`src/rtl/fuel_pump_auth_pkg.sv`:
```
// Shared anti-theft definitions: 3-bit state encodings and counter width helpers.
package fuel_pump_auth_pkg;

  localparam logic [2:0] StIdle    = 3'd0;
  localparam logic [2:0] StIgnOn   = 3'd1;
  localparam logic [2:0] StEntry   = 3'd2;
  localparam logic [2:0] StFuelOn  = 3'd3;
  localparam logic [2:0] StLockout = 3'd4;

  // Width of a counter holding 0..n-1, never narrower than one bit.
  function automatic int unsigned cnt_width(input int unsigned n);
    return (n <= 1) ? 1 : $clog2(n);
  endfunction

  function automatic int unsigned try_width(input int unsigned max_tries);
    return $clog2(max_tries + 1);
  endfunction

endpackage

```
`src/rtl/fuel_pump_auth_cycle_timer.sv`:
```
// Saturating up-counter: clears to zero, counts while enabled, holds at terminal.
module fuel_pump_auth_cycle_timer #(
  parameter int unsigned WIDTH = 4
) (
  input  logic             clock,
  input  logic             reset,
  input  logic             clear,
  input  logic             enable,
  input  logic [WIDTH-1:0] terminal,
  output logic             done
);

  logic [WIDTH-1:0] count_q;

  assign done = (count_q == terminal);

  always_ff @(posedge clock or posedge reset) begin
    if (reset) begin
      count_q <= '0;
    end else if (clear) begin
      count_q <= '0;
    end else if (enable && !done) begin
      count_q <= count_q + WIDTH'(1);
    end
  end

endmodule

```
`src/rtl/fuel_pump_auth.sv`:
```
// Fuel pump interlock: serial code entry under ignition+brake, retry limit, timed lockout.
module fuel_pump_auth
  import fuel_pump_auth_pkg::*;
#(
  parameter int unsigned          CODE_LEN    = 4,
  parameter logic [CODE_LEN-1:0]  CODE        = 4'b1011,
  parameter int unsigned          MAX_TRIES   = 3,
  parameter int unsigned          TIMEOUT_CYC = 16,
  parameter int unsigned          LOCK_CYC    = 64,
  localparam int unsigned         TRY_W       = try_width(MAX_TRIES)
) (
  input  logic             clock,
  input  logic             reset,
  input  logic             ignition,
  input  logic             brake,
  input  logic             hidden_sw,
  input  logic             code_strobe,
  output logic             fuel_pump,
  output logic             alarm,
  output logic             entry_active,
  output logic [TRY_W-1:0] attempts
);

  localparam int unsigned BIT_W  = cnt_width(CODE_LEN);
  localparam int unsigned TMO_W  = cnt_width(TIMEOUT_CYC);
  localparam int unsigned LOCK_W = cnt_width(LOCK_CYC);

  logic [2:0]          state_q, state_d;
  logic [TRY_W-1:0]    fail_q, fail_d, fail_inc;
  logic [BIT_W-1:0]    bit_q, bit_d;
  logic [CODE_LEN-1:0] shift_q, shift_d, shift_next;
  logic                entry_clear, lock_clear, entry_done, lock_done, failed;

  assign shift_next = CODE_LEN'({shift_q, hidden_sw});
  assign fail_inc   = (fail_q == TRY_W'(MAX_TRIES)) ? fail_q : fail_q + TRY_W'(1);

  always_comb begin
    state_d     = state_q;
    fail_d      = fail_q;
    bit_d       = bit_q;
    shift_d     = shift_q;
    entry_clear = 1'b0;
    lock_clear  = 1'b0;
    failed      = 1'b0;
    case (state_q)
      StIdle: begin
        if (ignition) state_d = StIgnOn;
      end
      StIgnOn: begin
        if (!ignition) begin
          state_d = StIdle;
        end else if (brake) begin
          state_d     = StEntry;
          bit_d       = '0;
          shift_d     = '0;
          entry_clear = 1'b1;
        end
      end
      StEntry: begin
        if (!ignition) begin
          state_d = StIdle;
        end else if (!brake) begin
          state_d = StIgnOn;
        end else if (code_strobe && (bit_q == BIT_W'(CODE_LEN - 1))) begin
          // A completing strobe wins over a coincident timeout.
          shift_d = shift_next;
          bit_d   = '0;
          if (shift_next == CODE) begin
            state_d = StFuelOn;
            fail_d  = '0;
          end else begin
            failed = 1'b1;
          end
        end else begin
          if (code_strobe) begin
            shift_d = shift_next;
            bit_d   = bit_q + BIT_W'(1);
          end
          if (entry_done) failed = 1'b1;
        end
        if (failed) begin
          fail_d = fail_inc;
          if (fail_inc == TRY_W'(MAX_TRIES)) begin
            state_d    = StLockout;
            lock_clear = 1'b1;
          end else begin
            state_d = StIgnOn;
          end
        end
      end
      StFuelOn: begin
        if (!ignition) state_d = StIdle;
      end
      StLockout: begin
        if (lock_done) begin
          state_d = StIdle;
          fail_d  = '0;
        end
      end
      default: state_d = StIdle;
    endcase
  end

  always_ff @(posedge clock or posedge reset) begin
    if (reset) begin
      state_q <= StIdle;
      fail_q  <= '0;
      bit_q   <= '0;
      shift_q <= '0;
    end else begin
      state_q <= state_d;
      fail_q  <= fail_d;
      bit_q   <= bit_d;
      shift_q <= shift_d;
    end
  end

  fuel_pump_auth_cycle_timer #(
    .WIDTH (TMO_W)
  ) u_entry_timer (
    .clock    (clock),
    .reset    (reset),
    .clear    (entry_clear),
    .enable   (state_q == StEntry),
    .terminal (TMO_W'(TIMEOUT_CYC - 1)),
    .done     (entry_done)
  );

  fuel_pump_auth_cycle_timer #(
    .WIDTH (LOCK_W)
  ) u_lock_timer (
    .clock    (clock),
    .reset    (reset),
    .clear    (lock_clear),
    .enable   (state_q == StLockout),
    .terminal (LOCK_W'(LOCK_CYC - 1)),
    .done     (lock_done)
  );

  assign fuel_pump    = (state_q == StFuelOn);
  assign alarm        = (state_q == StLockout);
  assign entry_active = (state_q == StEntry);
  assign attempts     = fail_q;

endmodule
```
`config.mk`:
```
export PLATFORM = sky130hd
export DESIGN_NAME = fuel_pump_auth
export DESIGN_NICKNAME = d
export VERILOG_FILES = /design/src/rtl/fuel_pump_auth_pkg.sv /design/src/rtl/fuel_pump_auth_cycle_timer.sv /design/src/rtl/fuel_pump_auth.sv
export SDC_FILE = /design/constraint.sdc
export NUM_CORES = 1
export LEC_CHECK = 0
export CAP_MARGIN = 0
export CORE_MARGIN = 4
export CORE_UTILIZATION = 49
export CTS_BUF_LIST = sky130_fd_sc_hd__clkbuf_8 sky130_fd_sc_hd__clkbuf_16
export CTS_CLUSTER_DIAMETER = 50
export DETAILED_ROUTE_END_ITERATION = 16
export HOLD_SLACK_MARGIN = 0.05
export PLACE_DENSITY = 0.73
export REMOVE_ABC_BUFFERS = 1
export SYNTH_ARGS = -nofsm -noshare
export SYNTH_HDL_FRONTEND = slang
export SYNTH_SLANG_ARGS = --single-unit
```
`constraint.sdc`:
```
create_clock -name clock -period 1.7 [get_ports clock]
set_clock_uncertainty 0.05 [all_clocks]
set_input_delay 0.34 -clock clock [delete_from_list [all_inputs] [get_ports clock]]
set_output_delay 0.34 -clock clock [all_outputs]
set_load 0.01 [all_outputs]
```
* Word level (Yosys, flattened, before mapping)
Index checks and enable logic that the tools add are counted.
** Word-level totals
- Register bits :: 20
- Output and inout bits :: 5
** Cells by class
- Eq/ne operators :: 25
- Mux-type cells :: 50
- Reduce and logical (&&, ||, !) cells :: 13
- $add $sub $neg :: 4
** Operators with widths (number)
- 2-to-1 mux 3 bit :: 17
- 2-to-1 mux 2 bit :: 13
- inequality test 3 bit (second input constant) :: 6
- AND reduction 6 bit :: 3
- case mux 3 bit (5 select lines) :: 1
- inequality test 2 bit (second input constant) :: 7
- 2-to-1 mux 1 bit :: 12
- 2-to-1 mux 6 bit :: 2
- inequality test 5 bit (second input constant) :: 2
- == test 4 bit (second input constant) :: 2
- 2-to-1 mux 4 bit :: 2
- case mux 2 bit (2 select lines) :: 2
- nonzero test 2 bit :: 4
- adder 6 x 1 -> 6 bit (second input constant) :: 1
- == test 2 bit (second input constant) :: 3
- == test 3 x 2 -> 1 bit (second input constant) :: 2
- == test 6 bit (second input constant) :: 1
- case mux 3 bit (2 select lines) :: 1
- adder 2 x 1 -> 2 bit (second input constant) :: 2
- adder 4 x 1 -> 4 bit (second input constant) :: 1
- == test 3 x 1 -> 1 bit (second input constant) :: 1
- == test 3 bit (second input constant) :: 1
- logical AND 1 bit :: 3
- logical NOT 3 bit :: 1
- logical NOT 1 bit :: 2

* Logic depth before layout (Yosys ltp)
Gate-level depths: netlist (run 1).
- Depth after elaboration :: 9
- Depth in mapped cells :: 6
- Mapped depth without buffers :: 5

* By module
From an unflattened synthesis (run 1), not the netlist that was laid out.
** Second synthesis, totals
- Cell total of the unflattened synthesis :: 138
- Area, all modules :: 1373.8 um^2
** By module, submodules not included
- fuel_pump_auth :: cells an instance 67, instances 1, area an instance 674.4 um^2, seq. area each 250.2 um^2
- fuel_pump_auth_cycle_timer (u_lock_timer) :: cells an instance 47, instances 1, area an instance 439.2 um^2, seq. area each 150.1 um^2
- fuel_pump_auth_cycle_timer (u_entry_timer) :: cells an instance 24, instances 1, area an instance 260.2 um^2, seq. area each 100.1 um^2

* Worst setup path before layout (run 1)
OpenSTA, ideal clock, no wires.
- Path kind :: register -> register
- From :: register bit_q[0]
- To :: register u_lock_timer.count_q[0]
- Slack :: 0.045 ns
- Buffers on the path :: 1
- Clock period less this slack :: 1.655 ns
- Library setup time :: 0.126 ns
- Data arrival time :: 1.478 ns
- Cell stages (with the launch flop) :: 7
- Path through :: dfrtp_1 -> ha_1 -> and4b_1 -> a31oi_1 -> and3_1 -> clkbuf_1 -> nor2_1
** Between the ends
- Cells in the longest elaborated chain, start to end :: 9
** Ends and longest elaborated chain
- start, declared :: RTL line fuel_pump_auth.sv:30 : logic [BIT_W-1:0] bit_q, bit_d;
- start signal, assigned :: RTL line fuel_pump_auth.sv:113 : bit_q <= bit_d;
- == test 2 bit * :: RTL line fuel_pump_auth.sv:64 : end else if (code_strobe && (bit_q == BIT_W'(CODE_LEN - 1))) begin
- logical AND 1 bit * :: RTL line fuel_pump_auth.sv:64
- 2-to-1 mux 1 bit * :: RTL line fuel_pump_auth.sv:64
- 2-to-1 mux 1 bit * :: RTL line fuel_pump_auth.sv:62 : end else if (!brake) begin
- 2-to-1 mux 1 bit * :: RTL line fuel_pump_auth.sv:60 : if (!ignition) begin
- 2-to-1 mux 1 bit * :: RTL line fuel_pump_auth.sv:45 : case (state_q)
- 2-to-1 mux 1 bit * :: RTL line fuel_pump_auth.sv:81 : if (failed) begin
- 2-to-1 mux 1 bit * :: RTL line fuel_pump_auth.sv:45
- 2-to-1 mux 6 bit / nonzero test 2 bit (equally long branches)
- end signal, assigned :: RTL line fuel_pump_auth_cycle_timer.sv:23 : count_q <= count_q + WIDTH'(1);
- end, declared :: RTL line fuel_pump_auth_cycle_timer.sv:13 : logic [WIDTH-1:0] count_q;
Mark *: on every way between the ends. The rest lies on a longest branch, timed or not. The select of a mux whose other input is x is not followed.
A chain may end at the register's enable or synchronous reset.

* Worst setup path in the final report (run 1)
- From :: register state_q[0]
- To :: output port alarm
** Between the ends
- Cells in the longest elaborated chain, start to end :: 1
** Ends and longest elaborated chain
- start, declared :: RTL line fuel_pump_auth.sv:28 : logic [2:0] state_q, state_d;
- start signal, assigned :: RTL line fuel_pump_auth.sv:106 : state_q <= StIdle;
- start signal, assigned :: RTL line fuel_pump_auth.sv:111 : state_q <= state_d;
- == test 3 bit :: RTL line fuel_pump_auth.sv:141 : assign alarm = (state_q == StLockout);
- end, declared :: RTL line fuel_pump_auth.sv:19 : output logic alarm,
No other way between the ends.

==> run summary, run 1 <==
Power and ir drop
- clock share of power: 30.6%
- largest voltage drop on the vdd net: 648 uV
- PD cells: 808 mW/mm2
- sequential power share: 48.9%
- part of the total power dissipated in combinational logic: 20.5%
- internal power: 0.863 mW
- Static Leak: 0.663 nW
- net switching power: 0.315 mW
- Sw Ratio: 26.7%

Routing
- DR vias: 933
- DRT Pass-1 Iters: 4
- WL per Instance: 13.5 um
- initial detailed-routing violation count: 27
- total wire length after detailed routing: 2.31 mm
- via density per instance: 5.46
- drt drc: 0
- number of nets with antenna violations after detailed routing: 0

Synth
- synthesized instance count: 116
- mean post-synth cell area: 9.43 um2
- number of library cell types mapped by synthesis: 37
- Yosys top cell by area: sky130_fd_sc_hd__dfrtp_1
- simple-gate portion of the synthesized area: 28.7%
- dominant combinational cell family by area after synthesis: simple AND/OR/NAND/NOR gates
- fraction of post-synthesis cell area in the top cell type by area: 45.8%
- top cells by area, synth: sky130_fd_sc_hd__dfrtp_1 46%, sky130_fd_sc_hd__nand2_1 5.5%, sky130_fd_sc_hd__ha_1 3.4%
- register bit count reported by yosys: 20
- yosys warns: 0
- fraction of synthesized cell area in xor and xnor cells: 4.00%
- sequential-to-total area share from yosys stat: 45.8%
- Synth Area in Compound Gates: 13.3%
- synthesized-area fraction occupied by adder cells: 3.43%
- cell area after technology mapping: 0.00109 mm2
- proportion of synthesized area in mux cells: 1.83%

Setup path
- category of the worst setup path launch point: flip-flop
- FF-to-FF setup slack: 0.06 ns
- CP peak stage delay: 0.44 ns
- slowest cell on the critical path: sky130_fd_sc_hd__dfrtp_2
- maximum fanout encountered on the critical timing path: 4
- crit-path cells: or3b_4 > inv_2 > buf_6
- R2R depth: 5
- Worst Setup Path Type: flip-flop to primary output
- destination of the worst register-to-register timing path: state_q[0]$_DFFE_PP0P_
- worst r2r src: bit_q[0]$_DFFE_PP0P_
- crit path capture type: primary output
- required time of the critical path: 1.31 ns
- Worst Path Arrival: 1.26 ns

Cells and area
- share of cells above drive strength 1: 27.1%
- fin nets: 154
- commonest cells after routing, fill and taps aside: 19 x sky130_fd_sc_hd__dfrtp_1, 16 x sky130_fd_sc_hd__nand2_1, 16 x sky130_fd_sc_hd__buf_4
- Filler Cells Inserted: 156
- commonest non-fill, non-tap cell in the layout: sky130_fd_sc_hd__dfrtp_1
- Area Growth Syn to Fin: 33.3%
- # diodes: 0

Clock network
- TritonCTS clock tree: yes
- clock slew seen by the registers of the worst setup and hold paths: 0.07 ns
- clock buffer depth: 2
- H-tree depth: 1
- clock tree sinks: 20
- source-to-sink clock delay at the later pin of the worst-skew pair: 0.25 ns
- clock tree root buffer cell: sky130_fd_sc_hd__clkbuf_8
- number of buffers created by CTS: 3

STA
- # setup viols final: 0
- period utilisation layout: 97.2%
- number of slew-limit violations in the final report: 0
- worst slack on hold paths: 0.348 ns
- total negative setup slack: 0 ns
- RSZ-0062 raised after global routing: true
- worst slew margin relative to its limit: 78.5%
- final period demand of the worst path: 1.65 ns
- final count of hold timing violations: 0
- post-route setup slack: 0.0475 ns
- Worst-Margin Slew: 0.319 ns
- Fmax achieved: 0.605 GHz

Global route
- grt total ovfl: 0
- gr usage total: 16.0%
- number of global-route vias before repair: 956
- antenna violations before repair: 0
- pin count of the biggest net entering global routing: 21
- global-route wire length before repair: 4.04 mm

Die
- Die Area: 0.00305 mm2
- core outline area: 0.00204 mm2
- effective utilization at floorplan: 53.6%
- Rows: 16
- Die Span X: 55.2 um
- vertical die dimension: 55.2 um
- total I/O pin count: 11

Flow run
- Max-Cap Viols: 0

Worst hold path
- worst min path class: primary input to asynchronous set/reset pin

Place
- final weighted congestion in routability-driven placement: 0.822
- count of buffers inserted at the top-level ports: 10
- Worst Setup Slack post-DPL: -0.267 ns
- Detailed Place HPWL: 1.73 mm

Status
- result of the run: completed

-- flip-flops by register name (all words and copies together), names as in the netlist --
signal,cells
u_lock_timer.count_q,6
bit_q,2
u_entry_timer.count_q,4
shift_q,3
state_q,3
attempts,2
-- critical path: cells and delay by family (launching register included) --
kind,cells,cell delay (ns)
flip-flops,1,0.44
AND/OR/NAND/NOR,1,0.40
buffers and inverters,2,0.16
-- routing by layer --
layer	track usage, %	routed length, um	vias up
met4	4.17	10	0
met5	0	0	-
met2	27.5	1140	16
li1	-	-	472
met3	3.26	78	2
met1	20.3	1080	443
-- synth_stat cells, drive strengths merged --
library cell	instances
a211o	1
a211oi	2
a21o	1
a21oi	5
a2bb2oi	1
a31oi	1
a32o	1
a32oi	1
and2	1
and2b	1
and3	2
and4	1
and4b	2
buf	2
clkbuf	2
dfrtp	20
ha	3
inv	4
mux2i	2
nand2	16
nand2b	5
nand3	4
nand3b	2
nand4	3
nor2	8
nor3	5
nor3b	2
nor4	1
nor4b	1
o211ai	2
o21ai	8
or3b	1
xnor2	1
xor2	4
-- cell type report --
class / count / area (um2) / share of cell area (%)
Multi-Input combinational cell: 88 / 618 / 42.4
Sequential cell: 20 / 502 / 34.4
Timing Repair Buffer: 28 / 234 / 16.1
Clock buffer: 4 / 55.1 / 3.78
Tap cell: 27 / 33.8 / 2.32
Inverter: 4 / 15.0 / 1.03
-- through the flow --
step	util (%)	power [mW]	cell area, um2	instances
after global placement	65.5	0.802	1340	166
after detailed placement	65.5	0.809	1340	166
after CTS	69.0	1.17	1410	170
after global routing	71.4	1.25	1460	171
after floorplan	-	0.697	1080	112
final	71.4	1.18	1460	171
-- cells by family after synthesis --
kind of cell | Yosys count
simple gates | 55
compound gates | 23
flops | 20
buf+inv | 8
xor+xnor | 5
fa+ha+maj | 3
mux | 2
-- repair_timing --
| action | CTS | global route |
|---|---|---|
| pin swaps | 2 | 5 |
| hold endpoints to repair | 0 | 0 |
| hold buffers | 0 | 0 |
| resized for setup | 15 | 11 |
| endpoints found under the setup margin | 9 | 12 |
| setup buffers | 0 | 1 |
-- power by group through the flow --
stage | sequential, mW | combinational (mW) | clock (mW)
2_1_floorplan | 0.579 | 0.118 | 0
3_3_place_gp | 0.577 | 0.225 | 0
3_5_place_dp | 0.578 | 0.231 | 0
4_1_cts | 0.573 | 0.236 | 0.365
5_1_grt | 0.585 | 0.273 | 0.389
6_report | 0.576 | 0.241 | 0.361
-- worst max path at each step --
stage / to / cells after the start / slack, ns / startpoint
final: alarm / 3 / 0.05 / state_q[0]$_DFFE_PP0P_
after global routing: state_q[0]$_DFFE_PP0P_ / 5 / -0.04 / bit_q[0]$_DFFE_PP0P_
after CTS: alarm / 3 / -0.005 / state_q[0]$_DFFE_PP0P_
after detailed placement: u_lock_timer.count_q[4]$_DFFE_PP0P_ / 5 / -0.27 / code_strobe
after global placement: u_lock_timer.count_q[3]$_DFFE_PP0P_ / 5 / -0.22 / code_strobe
after floorplan: u_entry_timer.count_q[3]$_DFFE_PP0P_ / 4 / -0.17 / state_q[1]$_DFFE_PP0P_
No activity file was read; power rests on OpenSTA's default activity.
==> run 2: changes to the inputs <==
SETUP_SLACK_MARGIN = 0.3   (was default)
==> run summary, run 2 (synthesized netlist as in run 1, its figures left out) <==
Status
- result of the run: completed

Place
- Worst Setup Slack post-DPL: -0.267 ns, unchanged
- final weighted congestion in routability-driven placement: 0.822, unchanged
- placed cell areas: 0.00134 mm2, unchanged
- count of buffers inserted at the top-level ports: 10, unchanged
- Detailed Place HPWL: 1.73 mm, unchanged

Cells and area
- share of cells above drive strength 1: 47.5%, +20 points
- number of flip-flops in the largest register: 6, unchanged
- leading registers by flop count: u_lock_timer.count_q (6), u_entry_timer.count_q (4)
- fin nets: 168, +9.1%
- Area Growth Syn to Fin: 53.8%
- commonest non-fill, non-tap cell in the layout: sky130_fd_sc_hd__buf_4
- fin area: 0.00168 mm2, +15%
- # diodes: 0, unchanged
- commonest cells after routing, fill and taps aside: 24 x sky130_fd_sc_hd__buf_4, 19 x sky130_fd_sc_hd__dfrtp_1, 10 x sky130_fd_sc_hd__nand2_1
- Filler Cells Inserted: 114, -27%
- largest reg by FF count: u_lock_timer.count_q

Die
- Rows: 16, unchanged
- total I/O pin count: 11, unchanged
- vertical die dimension: 55.2 um, unchanged
- effective utilization at floorplan: 53.6%, unchanged
- Die Span X: 55.2 um, unchanged
- Die Area: 0.00305 mm2, unchanged
- core outline area: 0.00204 mm2, unchanged

Setup path
- Worst Setup Path Type: flip-flop to primary output
- worst r2r src: u_entry_timer.count_q[1]$_DFFE_PP0P_
- crit path capture type: primary output
- category of the worst setup path launch point: flip-flop
- maximum fanout encountered on the critical timing path: 4, unchanged
- CP peak stage delay: 0.43 ns, about the same
- crit-path cells: or3b_4 > inv_2 > buf_6
- required time of the critical path: 1.31 ns, about the same
- worst setup path startpoint: state_q[0]$_DFFE_PP0P_
- Worst Path Arrival: 1.26 ns, about the same
- slowest cell on the critical path: sky130_fd_sc_hd__dfrtp_2

Routing
- drt drc: 0, unchanged
- DR vias: 1,107, +19%
- number of nets with antenna violations after detailed routing: 0, unchanged
- DRT Pass-1 Iters: 4, unchanged
- via density per instance: 5.98, +9.7%
- WL per Instance: 17.7 um, +32%
- total wire length after detailed routing: 3.28 mm, +42%
- initial detailed-routing violation count: 49, +81%

STA
- worst slack on hold paths: 0.351 ns, +0.00277 ns
- Fmax achieved: 0.605 GHz, about the same
- period utilisation layout: 97.3%, about the same
- Worst-Margin Slew: 0.340 ns, +0.0210 ns
- number of slew-limit violations in the final report: 0, unchanged
- final period demand of the worst path: 1.65 ns, +0.00115 ns
- # setup viols final: 0, unchanged
- final count of hold timing violations: 0, unchanged
- RSZ-0062 raised after global routing: true
- post-route setup slack: 0.0464 ns, -0.00115 ns
- worst slew margin relative to its limit: 77.2%, -1.3 points

Clock network
- source-to-sink clock delay at the later pin of the worst-skew pair: 0.25 ns, about the same
- clock buffer depth: 2, unchanged
- clock tree root buffer cell: sky130_fd_sc_hd__clkbuf_8
- clock slew seen by the registers of the worst setup and hold paths: 0.07 ns, about the same
- clock tree sinks: 20, unchanged
- number of buffers created by CTS: 3, unchanged
- H-tree depth: 1, unchanged
- TritonCTS clock tree: yes

Global route
- gr usage total: 19.0%, +3.0 points
- pin count of the biggest net entering global routing: 21, unchanged
- number of global-route vias before repair: 1,058, +11%
- global-route wire length before repair: 4.73 mm, +17%
- grt total ovfl: 0, unchanged
- antenna violations before repair: 0, unchanged

Power and ir drop
- PD cells: 769 mW/mm2, -4.9%
- largest voltage drop on the vdd net: 667 uV, +2.9%
- Static Leak: 0.749 nW, +13%
- power after layout: 1.29 mW, +9.7%

Flow run
- Max-Cap Viols: 0, unchanged

Worst hold path
- worst min path class: primary input to asynchronous set/reset pin

==> run 2: cell count changes in the layout (fill, tap and decap cells not counted), moves of 3 or more <==
cell and change:
sky130_fd_sc_hd__o21ai_0 -6, sky130_fd_sc_hd__clkdlybuf4s50_1 -3, sky130_fd_sc_hd__o21ai_2 +5, sky130_fd_sc_hd__nand2_1 -6
sky130_fd_sc_hd__dlygate4sd2_1 +3, sky130_fd_sc_hd__nor2_2 +3, sky130_fd_sc_hd__buf_4 +8, sky130_fd_sc_hd__nand2_2 +6
sky130_fd_sc_hd__nor2_1 -3, sky130_fd_sc_hd__buf_6 +5
==> run 2: stage by stage <==
stage                     utilization (%)  setup TNS [ns]  instances
final                                82.4               0        185
after global routing                 82.4        -0.00776        185
after CTS                            77.4               0        179
after detailed placement             65.5           -2.82        166
after global placement               65.5           -2.26        166
after floorplan                         -          -0.479        112
==> run 2: worst paths after layout <==
path,endpoint,slack [ns],cells after the start
max in group asynchronous,state_q[0]$_DFFE_PP0P_,1.02,3
setup reg to reg,state_q[0]$_DFFE_PP0P_,0.08,6
hold reg to reg,bit_q[1]$_DFFE_PP0P_,0.47,2
setup / recovery,alarm,0.05,3
min in group clock,bit_q[1]$_DFFE_PP0P_,0.47,2
hold / removal,u_entry_timer.count_q[1]$_DFFE_PP0P_,0.35,3
==> run 2: area by class of cell <==
type	count	area [um2]	area share (%)
clock buffers	4	55.1	3.27
inverters	4	15.0	0.893
multi-input cells	89	729	43.4
flip-flops and latches	20	502	29.8
well taps	27	33.8	2.01
repair buffers	41	347	20.6
==> run 2: critical path, delay by kind of cell, from the launching register on <==
family                 cells  cell delay, ns
DFF                        1            0.43
and+or+nand+nor            1            0.40
buffers and inverters      2            0.18
==> run 2: where the power goes <==
group	switching [mW]	internal [mW]	total [mW]
clock	0.152	0.206	0.358
sequential	0.0470	0.529	0.576
combinational	0.165	0.194	0.359
==> run 2: what timing repair did <==
action | CTS | global route
gates resized for setup | 44 | 24
setup buffers | 7 | 6
setup endpoints to repair | 25 | 23
cloned | 2 | 0
hold buffers | 0 | 0
pin swaps | 16 | 13
==> run 2: layer usage <==
metal | track usage [%] | vias up | share of wire [%]
met1 | 23.9 | 552 | 41
met2 | 33.1 | 44 | 53
met5 | 0 | - | 0
met4 | 5.56 | 0 | 1.7
li1 | - | 503 | -
met3 | 3.26 | 8 | 4.4
